## src/rtl/input_port_ctrl_if.sv

```systemverilog
// Link bundle between an input port controller and its upstream link, route stage and switch.
// INPUT_PORT_DROP_CNT_EN adds the drop_cnt observation signal.
interface input_port_ctrl_if #(parameter int FLIT_W = 8);
   logic [FLIT_W-1:0] flit_in;
   logic              flit_in_valid;
   logic              credit_out;
   logic [FLIT_W-1:0] route_flit;
   logic [3:0]        port_num_in;
   logic [4:0]        req_out;
   logic              grant_in;
   logic [FLIT_W-1:0] flit_out;
   logic              flit_out_valid;
`ifdef INPUT_PORT_DROP_CNT_EN
   logic [7:0]        drop_cnt;

   modport master (
      output flit_in, flit_in_valid, port_num_in, grant_in,
      input  credit_out, route_flit, req_out, flit_out, flit_out_valid, drop_cnt
   );
   modport slave (
      input  flit_in, flit_in_valid, port_num_in, grant_in,
      output credit_out, route_flit, req_out, flit_out, flit_out_valid, drop_cnt
   );
`else
   modport master (
      output flit_in, flit_in_valid, port_num_in, grant_in,
      input  credit_out, route_flit, req_out, flit_out, flit_out_valid
   );
   modport slave (
      input  flit_in, flit_in_valid, port_num_in, grant_in,
      output credit_out, route_flit, req_out, flit_out, flit_out_valid
   );
`endif
endinterface

```

## src/rtl/input_port_ctrl.sv

```systemverilog
// Router input port: flit FIFO, route lookup and switch request FSM with credit return.
// INPUT_PORT_DROP_CNT_EN adds a saturating count of discarded flits on drop_cnt.
//
// state  | meaning
// IDLE   | waiting for a head flit; non-header heads are discarded
// ROUTE  | header presented on route_flit, route code latched on exit
// ACTIVE | requesting the switch, forwarding flits on grant
// DRAIN  | unroutable packet, popping flits until its last one
module input_port_ctrl #(
   parameter int DEPTH  = 4,
   parameter int FLIT_W = 8
) (
   input logic              clk,
   input logic              rst_n,
   input_port_ctrl_if.slave bus
);
   localparam int PTR_W = (DEPTH > 1) ? $clog2(DEPTH) : 1;
   localparam logic [PTR_W:0] DEPTH_C = (PTR_W+1)'(DEPTH);

   typedef enum logic [1:0] {IDLE, ROUTE, ACTIVE, DRAIN} state_t;

   state_t            state, state_nxt;
   logic [FLIT_W-1:0] mem [DEPTH];
   logic [PTR_W-1:0]  rd_ptr, wr_ptr;
   logic [PTR_W:0]    count;
   logic [3:0]        route_reg;
   logic [FLIT_W-1:0] flit_out_q;
   logic              flit_out_valid_q, credit_q;
   logic              pop, fwd, push, empty, full;
   logic [FLIT_W-1:0] head;
   logic [1:0]        head_type;
   logic              head_start, head_last;
   logic [4:0]        req_dec;

   assign head       = mem[rd_ptr];
   assign head_type  = head[FLIT_W-1 -: 2];
   // header (10) and single (11) open a packet; tail (01) and single (11) close it
   assign head_start = head_type[1];
   assign head_last  = head_type[0];
   assign empty      = (count == '0);
   assign full       = (count == DEPTH_C);
   assign push       = bus.flit_in_valid && (!full || pop);

   always_comb begin
      state_nxt = state;
      pop       = 1'b0;
      fwd       = 1'b0;
      case (state)
         IDLE: begin
            if (!empty) begin
               if (head_start) state_nxt = ROUTE;
               else            pop = 1'b1;
            end
         end
         ROUTE: begin
            state_nxt = (bus.port_num_in >= 4'd1 && bus.port_num_in <= 4'd5) ? ACTIVE : DRAIN;
         end
         ACTIVE: begin
            if (bus.grant_in && !empty) begin
               pop = 1'b1;
               fwd = 1'b1;
               if (head_last) state_nxt = IDLE;
            end
         end
         DRAIN: begin
            if (!empty) begin
               pop = 1'b1;
               if (head_last) state_nxt = IDLE;
            end
         end
         default: state_nxt = IDLE;
      endcase
   end

   always_ff @(posedge clk) begin
      if (!rst_n) begin
         state            <= IDLE;
         rd_ptr           <= '0;
         wr_ptr           <= '0;
         count            <= '0;
         route_reg        <= '0;
         flit_out_q       <= '0;
         flit_out_valid_q <= 1'b0;
         credit_q         <= 1'b0;
      end else begin
         state <= state_nxt;
         if (push) wr_ptr <= wr_ptr + 1'b1;
         if (pop)  rd_ptr <= rd_ptr + 1'b1;
         case ({push, pop})
            2'b10:   count <= count + 1'b1;
            2'b01:   count <= count - 1'b1;
            default: ;
         endcase
         if (state == ROUTE) route_reg <= bus.port_num_in;
         flit_out_valid_q <= fwd;
         if (fwd) flit_out_q <= head;
         credit_q <= pop;
      end
   end

   always_ff @(posedge clk) begin
      if (push) mem[wr_ptr] <= bus.flit_in;
   end

   always_comb begin
      req_dec = '0;
      if (state == ACTIVE) begin
         case (route_reg)
            4'd1:    req_dec = 5'b00001;
            4'd2:    req_dec = 5'b00010;
            4'd3:    req_dec = 5'b10000;
            4'd4:    req_dec = 5'b00100;
            4'd5:    req_dec = 5'b01000;
            default: req_dec = '0;
         endcase
      end
   end

   assign bus.req_out        = req_dec;
   assign bus.route_flit     = (state == ROUTE) ? head : '0;
   assign bus.flit_out       = flit_out_q;
   assign bus.flit_out_valid = flit_out_valid_q;
   assign bus.credit_out     = credit_q;

`ifdef INPUT_PORT_DROP_CNT_EN
   logic       drop;
   logic [7:0] drop_cnt_q;

   assign drop = pop && (state != ACTIVE);

   always_ff @(posedge clk) begin
      if (!rst_n)                          drop_cnt_q <= '0;
      else if (drop && drop_cnt_q != 8'hff) drop_cnt_q <= drop_cnt_q + 1'b1;
   end

   assign bus.drop_cnt = drop_cnt_q;
`endif
endmodule

```

## src/flat_wrapper.sv

```systemverilog
// flat-port wrapper written by rule: the top's interface ports become plain ports
module input_port_ctrl_flat 
#(
   parameter int DEPTH  = 4,
   parameter int FLIT_W = 8
)
  (clk, rst_n, bus_flit_in, bus_flit_in_valid, bus_port_num_in, bus_grant_in, bus_credit_out, bus_route_flit, bus_req_out, bus_flit_out, bus_flit_out_valid);
  input_port_ctrl_if #(.FLIT_W(FLIT_W)) bus_i ();
  input logic clk;
  input logic rst_n;
  input wire logic [$bits(bus_i.flit_in)-1:0] bus_flit_in;
  input wire logic [$bits(bus_i.flit_in_valid)-1:0] bus_flit_in_valid;
  input wire logic [$bits(bus_i.port_num_in)-1:0] bus_port_num_in;
  input wire logic [$bits(bus_i.grant_in)-1:0] bus_grant_in;
  output wire logic [$bits(bus_i.credit_out)-1:0] bus_credit_out;
  output wire logic [$bits(bus_i.route_flit)-1:0] bus_route_flit;
  output wire logic [$bits(bus_i.req_out)-1:0] bus_req_out;
  output wire logic [$bits(bus_i.flit_out)-1:0] bus_flit_out;
  output wire logic [$bits(bus_i.flit_out_valid)-1:0] bus_flit_out_valid;
  assign bus_i.flit_in = bus_flit_in;
  assign bus_i.flit_in_valid = bus_flit_in_valid;
  assign bus_i.port_num_in = bus_port_num_in;
  assign bus_i.grant_in = bus_grant_in;
  assign bus_credit_out = bus_i.credit_out;
  assign bus_route_flit = bus_i.route_flit;
  assign bus_req_out = bus_i.req_out;
  assign bus_flit_out = bus_i.flit_out;
  assign bus_flit_out_valid = bus_i.flit_out_valid;
  input_port_ctrl #(.DEPTH(DEPTH), .FLIT_W(FLIT_W)) u_core (.clk(clk), .rst_n(rst_n), .bus(bus_i));
endmodule
```

## config.mk

```make
export PLATFORM = sky130hd
export DESIGN_NAME = input_port_ctrl_flat
export DESIGN_NICKNAME = d
export VERILOG_FILES = /design/src/rtl/input_port_ctrl_if.sv /design/src/rtl/input_port_ctrl.sv /design/src/flat_wrapper.sv
export SDC_FILE = /design/constraint.sdc
export NUM_CORES = 1
export LEC_CHECK = 0
export ABC_AREA = 1
export CAP_MARGIN = 10
export CELL_PAD_IN_SITES_DETAIL_PLACEMENT = 1
export CELL_PAD_IN_SITES_GLOBAL_PLACEMENT = 1
export CORE_AREA = 2 2 79 81
export CTS_BUF_LIST = sky130_fd_sc_hd__clkbuf_8
export DETAILED_ROUTE_END_ITERATION = 8
export DIE_AREA = 0 0 81 83
export MAX_ROUTING_LAYER = met4
export PLACE_DENSITY_LB_ADDON = 0.25
export SETUP_SLACK_MARGIN = 0.5
export SLEW_MARGIN = 30
export SYNTH_ARGS = -nofsm -noshare
export SYNTH_HDL_FRONTEND = slang
export SYNTH_SLANG_ARGS = --single-unit
export TNS_END_PERCENT = 1
```

## constraint.sdc

```tcl
create_clock -name clk -period 2.7 [get_ports clk]
set_clock_uncertainty 0.1 [all_clocks]
set_input_delay 0.54 -clock clk [delete_from_list [all_inputs] [get_ports clk]]
set_output_delay 0.54 -clock clk [all_outputs]
set_load 0.01 [all_outputs]
```

==> results of run 1 <==
worst reg2reg max path, cell delays in order (launching register included):
cell	delay [ps]
dfxtp_2	370
clkinvlp_4	100
buf_4	150
nand3_2	90
nand2_4	80
nand3_4	90
nand3_4	90
nand2_4	90
ha_1	160
inv_1	70
fa_2	390
a21oi_1	150
o21ai_1	100
o21ai_1	130
a21oi_1	50
cell type report:
| type | instances | area (um2) | share of cell area [%] |
|---|---|---|---|
| well taps | 75 | 93.8 | 2.92 |
| flip-flops and latches | 57 | 1470 | 45.8 |
| clock inverters | 7 | 56.3 | 1.75 |
| repair buffers | 52 | 480 | 15.0 |
| clock buffers | 9 | 124 | 3.86 |
| inverters | 26 | 114 | 3.54 |
| multi-input cells | 144 | 873 | 27.2 |
through the flow:
step | total power [mW] | std cells | util [%] | setup slack [ps] | hold slack [ps]
3_5_place_dp | 2.33 | 352 | 51.7 | 18.8 | 372
3_3_place_gp | 2.27 | 352 | 51.7 | 71.1 | 352
2_1_floorplan | 1.94 | 235 | - | 545 | 338
6_report | 3.03 | 370 | 55.2 | 260 | 375
5_1_grt | 3.24 | 370 | 55.2 | 133 | 411
4_1_cts | 3.07 | 370 | 55.2 | 240 | 383
cells by family after synthesis:
family	after synthesis
and+or+nand+nor	83
DFF	57
AOI/OAI and AO/OA	55
buffers and inverters	34
adders and majority gates	6
where the power goes:
group	internal, mW	leakage, nW	switching, mW	total [mW]
clock	0.337	0.0781	0.369	0.706
sequential	1.07	0.500	0.113	1.19
combinational	0.449	0.680	0.686	1.13
total	1.86	1.26	1.17	3.03
Yosys cell counts:
master    count  area (um2)
buf_8         1        15.0
buf_6         1        11.3
inv_1        21        78.8
nand2_4       2        22.5
nor4_1        2        12.5
buf_1         1        3.75
nor2_4        1        11.3
inv_2         3        11.3
nor3_1        4        20.0
buf_4         1        7.51
o21ai_2       3        26.3
nand3_4       4        70.1
fa_1          1        20.0
o21ai_0      14        70.1
o211ai_2      1        12.5
a21oi_1      26         130
buf_2         4        20.0
ha_1          5        62.6
edfxtp_1     32         961
a21oi_2       2        17.5
nor2_1       21        78.8
or2_2         1        6.26
dfxtp_1      25         500
o21ai_1       2        10.0
a32o_1        6        60.1
nand3_1       5        25.0
clkinv_4      1        8.76
a211oi_1      1        7.51
nand2_1      36         135
nand2_2       2        12.5
inv_4         1        6.26
nand3_2       4        40.0
nor2_2        1        6.26
what timing repair did:
| action | CTS | global route |
|---|---|---|
| setup endpoints to repair | 15 | 15 |
| gates resized for setup | 19 | 1 |
| pin swaps | 0 | 0 |
| endpoints found under the hold margin | 0 | 0 |
| setup buffers | 2 | 0 |
placed cells by master (no fill, tap or decap), types with 5 or more instances in the layout:
cell             count
a21oi_1             26
ha_1                 5
edfxtp_1            32
inv_1               20
clkinvlp_4           5
nand2_1             36
a32o_1               6
nand3_1              5
o21ai_0             12
clkdlybuf4s50_1     28
dlygate4sd2_1        9
dfxtp_1             21
clkbuf_8             9
nor2_1              21
buf_4               13
routing by layer:
metal	vias up	GRT usage [%]	part of all wire (%)
li1	921	-	-
met1	909	22.7	43
met2	34	30.7	52
met3	10	3.70	3.2
met4	0	9.71	2.1
met5	-	-	0
worst min path at each step:
| stage | from | to | slack (ps) | depth (start not counted) |
|---|---|---|---|---|
| after floorplan | u_core.route_reg[3] | u_core.route_reg[3] | 340 | 2 |
| after CTS | u_core.route_reg[3] | u_core.route_reg[3] | 380 | 2 |
| after detailed placement | u_core.route_reg[3] | u_core.route_reg[3] | 370 | 2 |
| final | u_core.route_reg[3] | u_core.route_reg[3] | 380 | 2 |
| after global routing | u_core.route_reg[3] | u_core.route_reg[3] | 410 | 2 |
| after global placement | u_core.route_reg[3] | u_core.route_reg[3] | 350 | 2 |
==> flow_summary_export.csv, run 1 <==
group,metric,value,unit
timing,hold_viol,0,
layout,area_delta_synth_final,29.5,%
grt,grt_max_degree,21,
critical_path,cpPeakStageDelay,560,ps
grt,first_global_vias,1947,
grt,antenna_found_initial,0,
critical_path,critPathKind,"reg -> out",
power_and_ir_drop,power_density,942,mW/mm2
power_and_ir_drop,p_leak,1.26,nW
timing,rsz0062_at_grt,"yes",
synthesis,syn_avg_cell_area,10.6,um2
cts,cts_max_path_buffers,2,
critical_path,crit_slowest_cell,"clkdlybuf4s50_1",
critical_path,critPathLaunchType,"register",
layout,drive_above_1_share,21.0,%
cts,insertion_delay,340,ps
synthesis,synth_mux_area_share,0,%
die,die_w,81,um
die,die-area,0.00672,mm2
timing,period_needed,2440,ps
grt,grt_pass1_wl,9270,um
critical_path,cp_top_family,"buffers and inverters",
power_and_ir_drop,peakVddDrop,0.000444,V
synthesis,synth-simple-area-share,17.8,%
synthesis,yosysSeqAreaShare,58.9,%
cts,h-tree-depth,3,
synthesis,syn_inst,235,
synthesis,synth-adder-area-share,3.33,%
cts,cts_tree,"done",
synthesis,syn-cell-area,0.00248,mm2
drt,drt-total-wl,5650,um
placement,gp_congestion,0.777,
critical_path,timing.critical_path.buf_inv,3,
drt,drcViolationCount,0,
cts,clock-root-buffer,"clkbuf_8",
die,pin_count,39,
layout,layout.nets,312,
critical_path,ff2ff_setup_slack,390,ps
synthesis,ys_types,33,
synthesis,synth_nets,257,
synthesis,ys_seq_elements,57,
timing,tightest_slew,384,ps
timing,period_share,90.4,%
synthesis,synth-xor-area-share,0,%
timing,drv_slew,0,
synthesis,yosys_warnings,0,
grt,grt_usage,19.1,%
cts,cts-buffers-inserted,9,
drt,antenna_left,0,
min_path,hp-class,"reg -> reg",
synthesis,synth_top_family_by_area,"simple AND/OR/NAND/NOR gates",
timing,setup_viol,0,
placement,hpwl,4040,um
drt,first_pass_iters,4,
die,initial_core_util,42.7,%
drt,wire_per_inst,15.3,um
placement,placed_area,0.00300,mm2
critical_path,critPathCapture,"bus_route_flit[7]",
outcome,outcome,"complete, no violations",
drt,routed-via-count,1874,
timing,slew_headroom,74.2,%
critical_path,cp.arrival,1800,ps
drt,first_iter_violations,54,
placement,port-buffer-count,38,
drt,via_per_inst,5.06,
critical_path,reg2reg_to,"u_core.count[2]",
critical_path,cp.depth,6,
die,num_rows,28,
die,die_h,83,um
critical_path,cp_cell_sequence,"clkinvlp_4 -> buf_4 -> nand3_2 -> nand2_4 -> nor2_1 -> clkdlybuf4s50_1",
cts,cts_sinks,57,
cts,path_clk_slew,70,ps
critical_path,critPathCaptureType,"output port",
flow_run,drv_cap,0,
synthesis,synth_compound_area_share,13.5,%
critical_path,worst_ep_required_time,2060,ps
layout,num-fill-cells,671,
grt,grt_overflow,0,
timing,tns,0,ps
critical_path,ff2ff_path_depth,14,
die,coreArea,0.00582,mm2
layout,postLayoutCellArea,0.00321,mm2
layout,largest_reg_flops,32,
layout,diodes,0,
critical_path,path_max_fanout,4,
cts,post_cts_hold_buffer_count,0,
timing,fmax,410,MHz
No activity file was read; power rests on OpenSTA's default activity.
==> inputs of run 2 (changes only) <==
--- a/config.mk
+++ b/config.mk
@@ -16,6 +16,7 @@
 export MAX_ROUTING_LAYER = met4
 export PLACE_DENSITY_LB_ADDON = 0.25
 export SETUP_SLACK_MARGIN = 0.5
+export SKIP_CTS_REPAIR_TIMING = 1
 export SLEW_MARGIN = 30
 export SYNTH_ARGS = -nofsm -noshare
 export SYNTH_HDL_FRONTEND = slang
==> run 2 against run 1 <==
Against the previous run:
- global-route usage about the same
- utilization up 0.84 points
- worst setup slack better by 3.9 ps
- final cell count up 0.27%
- die area unchanged
- largest cell class unchanged
==> flow_summary_export.csv, run 2 (same netlist as run 1, synthesis figures left out) <==
group,metric,value,unit
outcome,outcome,"complete, no violations",
layout,fin_cells,371,
critical_path,cp_cell_sequence,"clkinvlp_4 -> buf_12 -> nand3_1 -> nand2_1 -> nor2_1 -> clkdlybuf4s50_1",
layout,diodes,0,
grt,antenna_found_initial,0,
layout,postLayoutCellArea,0.00326,mm2
cts,cts-buffers-inserted,9,
critical_path,worst_ep_required_time,2060,ps
drt,wire_per_inst,15.4,um
die,die-area,0.00672,mm2
critical_path,cp_top_family,"buffers and inverters",
timing,fmax,410,MHz
cts,clock-root-buffer,"clkbuf_8",
placement,place_ws,18.8,ps
drt,antenna_left,0,
timing,tightest_slew,384,ps
timing,setup_viol,0,
cts,cts_tree,"done",
drt,routed-via-count,1891,
placement,dp.cells,352,
cts,cts_max_path_buffers,2,
placement,placed_area,0.00300,mm2
critical_path,critPathCaptureType,"output port",
drt,first_pass_iters,4,
layout,multi_input_area,873,um2
critical_path,critPathKind,"reg -> out",
layout,seq_area,0.00147,mm2
layout,area_delta_synth_final,31.5,%
grt,grt_overflow,0,
cts,cts_sinks,57,
grt,grt_max_degree,21,
timing,hold_viol,0,
critical_path,critPathCapture,"bus_route_flit[6]",
grt,first_global_vias,1930,
power_and_ir_drop,peakVddDrop,0.000441,V
critical_path,ff2ff_path_depth,14,
layout,largest_reg_flops,32,
layout,layout_common_cells,"nand2_1 (36), edfxtp_1 (32), clkdlybuf4s50_1 (29), a21oi_1 (26)",
critical_path,critPathLaunchType,"register",
die,die_w,81,um
timing,slew_headroom,74.2,%
drt,drcViolationCount,0,
placement,port-buffer-count,38,
cts,insertion_delay,340,ps
timing,finalWorstSetupSlack,263,ps
placement,hpwl,4040,um
placement,gp_congestion,0.777,
critical_path,ff2ff_setup_slack,380,ps
critical_path,crit_slowest_cell,"clkdlybuf4s50_1",
critical_path,timing.critical_path.buf_inv,3,
timing,drv_slew,0,
critical_path,cpPeakStageDelay,540,ps
layout,fin_util,56.1,%
die,pin_count,39,
critical_path,path_max_fanout,14,
layout,drive_above_1_share,21.3,%
drt,drt-total-wl,5720,um
drt,via_per_inst,5.10,
power_and_ir_drop,power_density,940,mW/mm2
timing,period_needed,2440,ps
grt,grt_usage,19.1,%
min_path,hp-class,"reg -> reg",
critical_path,cp.depth,6,
die,die_h,83,um
power_and_ir_drop,p_leak,1.37,nW
die,initial_core_util,42.7,%
flow_run,drv_cap,0,
layout,num-fill-cells,663,
critical_path,cp.arrival,1800,ps
drt,first_iter_violations,61,
cts,h-tree-depth,3,
timing,rsz0062_at_grt,"yes",
timing,period_share,90.2,%
die,coreArea,0.00582,mm2
grt,grt_pass1_wl,9240,um
layout,mostFrequentLayoutCell,"nand2_1",
critical_path,reg2reg_to,"u_core.count[2]",
cts,path_clk_slew,70,ps
layout,layout.nets,313,
die,num_rows,28,
run 2: cell count changes in the layout (fill, tap and decap cells not counted):
cell	previous run	this run
dfxtp_4	2	1
dfxtp_2	2	3
buf_12	0	1
dlygate4sd2_1	9	0
dlymetal6s2s_1	1	9
clkdlybuf4s50_1	28	29
run 2: how the worst min path moves through the flow:
stage	from	to	slack, ps	cells after the start
floorplan	u_core.route_reg[3]	u_core.route_reg[3]	340	2
global placement	u_core.route_reg[3]	u_core.route_reg[3]	350	2
detailed placement	u_core.route_reg[3]	u_core.route_reg[3]	370	2
CTS	u_core.route_reg[3]	u_core.route_reg[3]	380	2
global route	u_core.route_reg[3]	u_core.route_reg[3]	410	2
finish	u_core.route_reg[3]	u_core.route_reg[3]	380	2
run 2: routing by layer:
layer / GRT usage, % / vias up / routed length (um)
li1: - / 923 / -
met1: 22.6 / 921 / 2490
met2: 30.7 / 37 / 2940
met3: 3.70 / 10 / 182
met4: 9.71 / 0 / 113
met5: - / - / 0
run 2: where the power goes:
group          switching (mW)  internal [mW]  total (mW)
combinational           0.699          0.484        1.18
clock                   0.368          0.337       0.705
sequential              0.107           1.07        1.18
total                    1.17           1.89        3.07
run 2: final cells by class:
| class | count | share of cell area [%] |
|---|---|---|
| well taps | 75 | 2.88 |
| clock buffers | 9 | 3.80 |
| inverters | 26 | 3.49 |
| clock inverters | 7 | 1.73 |
| flip-flops and latches | 57 | 45.0 |
| repair buffers | 53 | 16.3 |
| multi-input cells | 144 | 26.8 |
run 2: worst register-to-register path, delay by kind of cell (launching register included):
| kind | cells | cell delay [ps] |
|---|---|---|
| simple gates | 5 | 440 |
| buf+inv | 3 | 330 |
| fa+ha+maj | 2 | 550 |
| compound gates | 4 | 430 |
| flops | 1 | 370 |
run 2: through the flow:
| step | setup TNS (ps) | hold WS [ps] | power (mW) |
|---|---|---|---|
| floorplan | 0 | 338 | 1.94 |
| global placement | 0 | 352 | 2.27 |
| detailed placement | 0 | 372 | 2.33 |
| CTS | -248 | 383 | 3.05 |
| global route | 0 | 411 | 3.28 |
| finish | 0 | 375 | 3.07 |
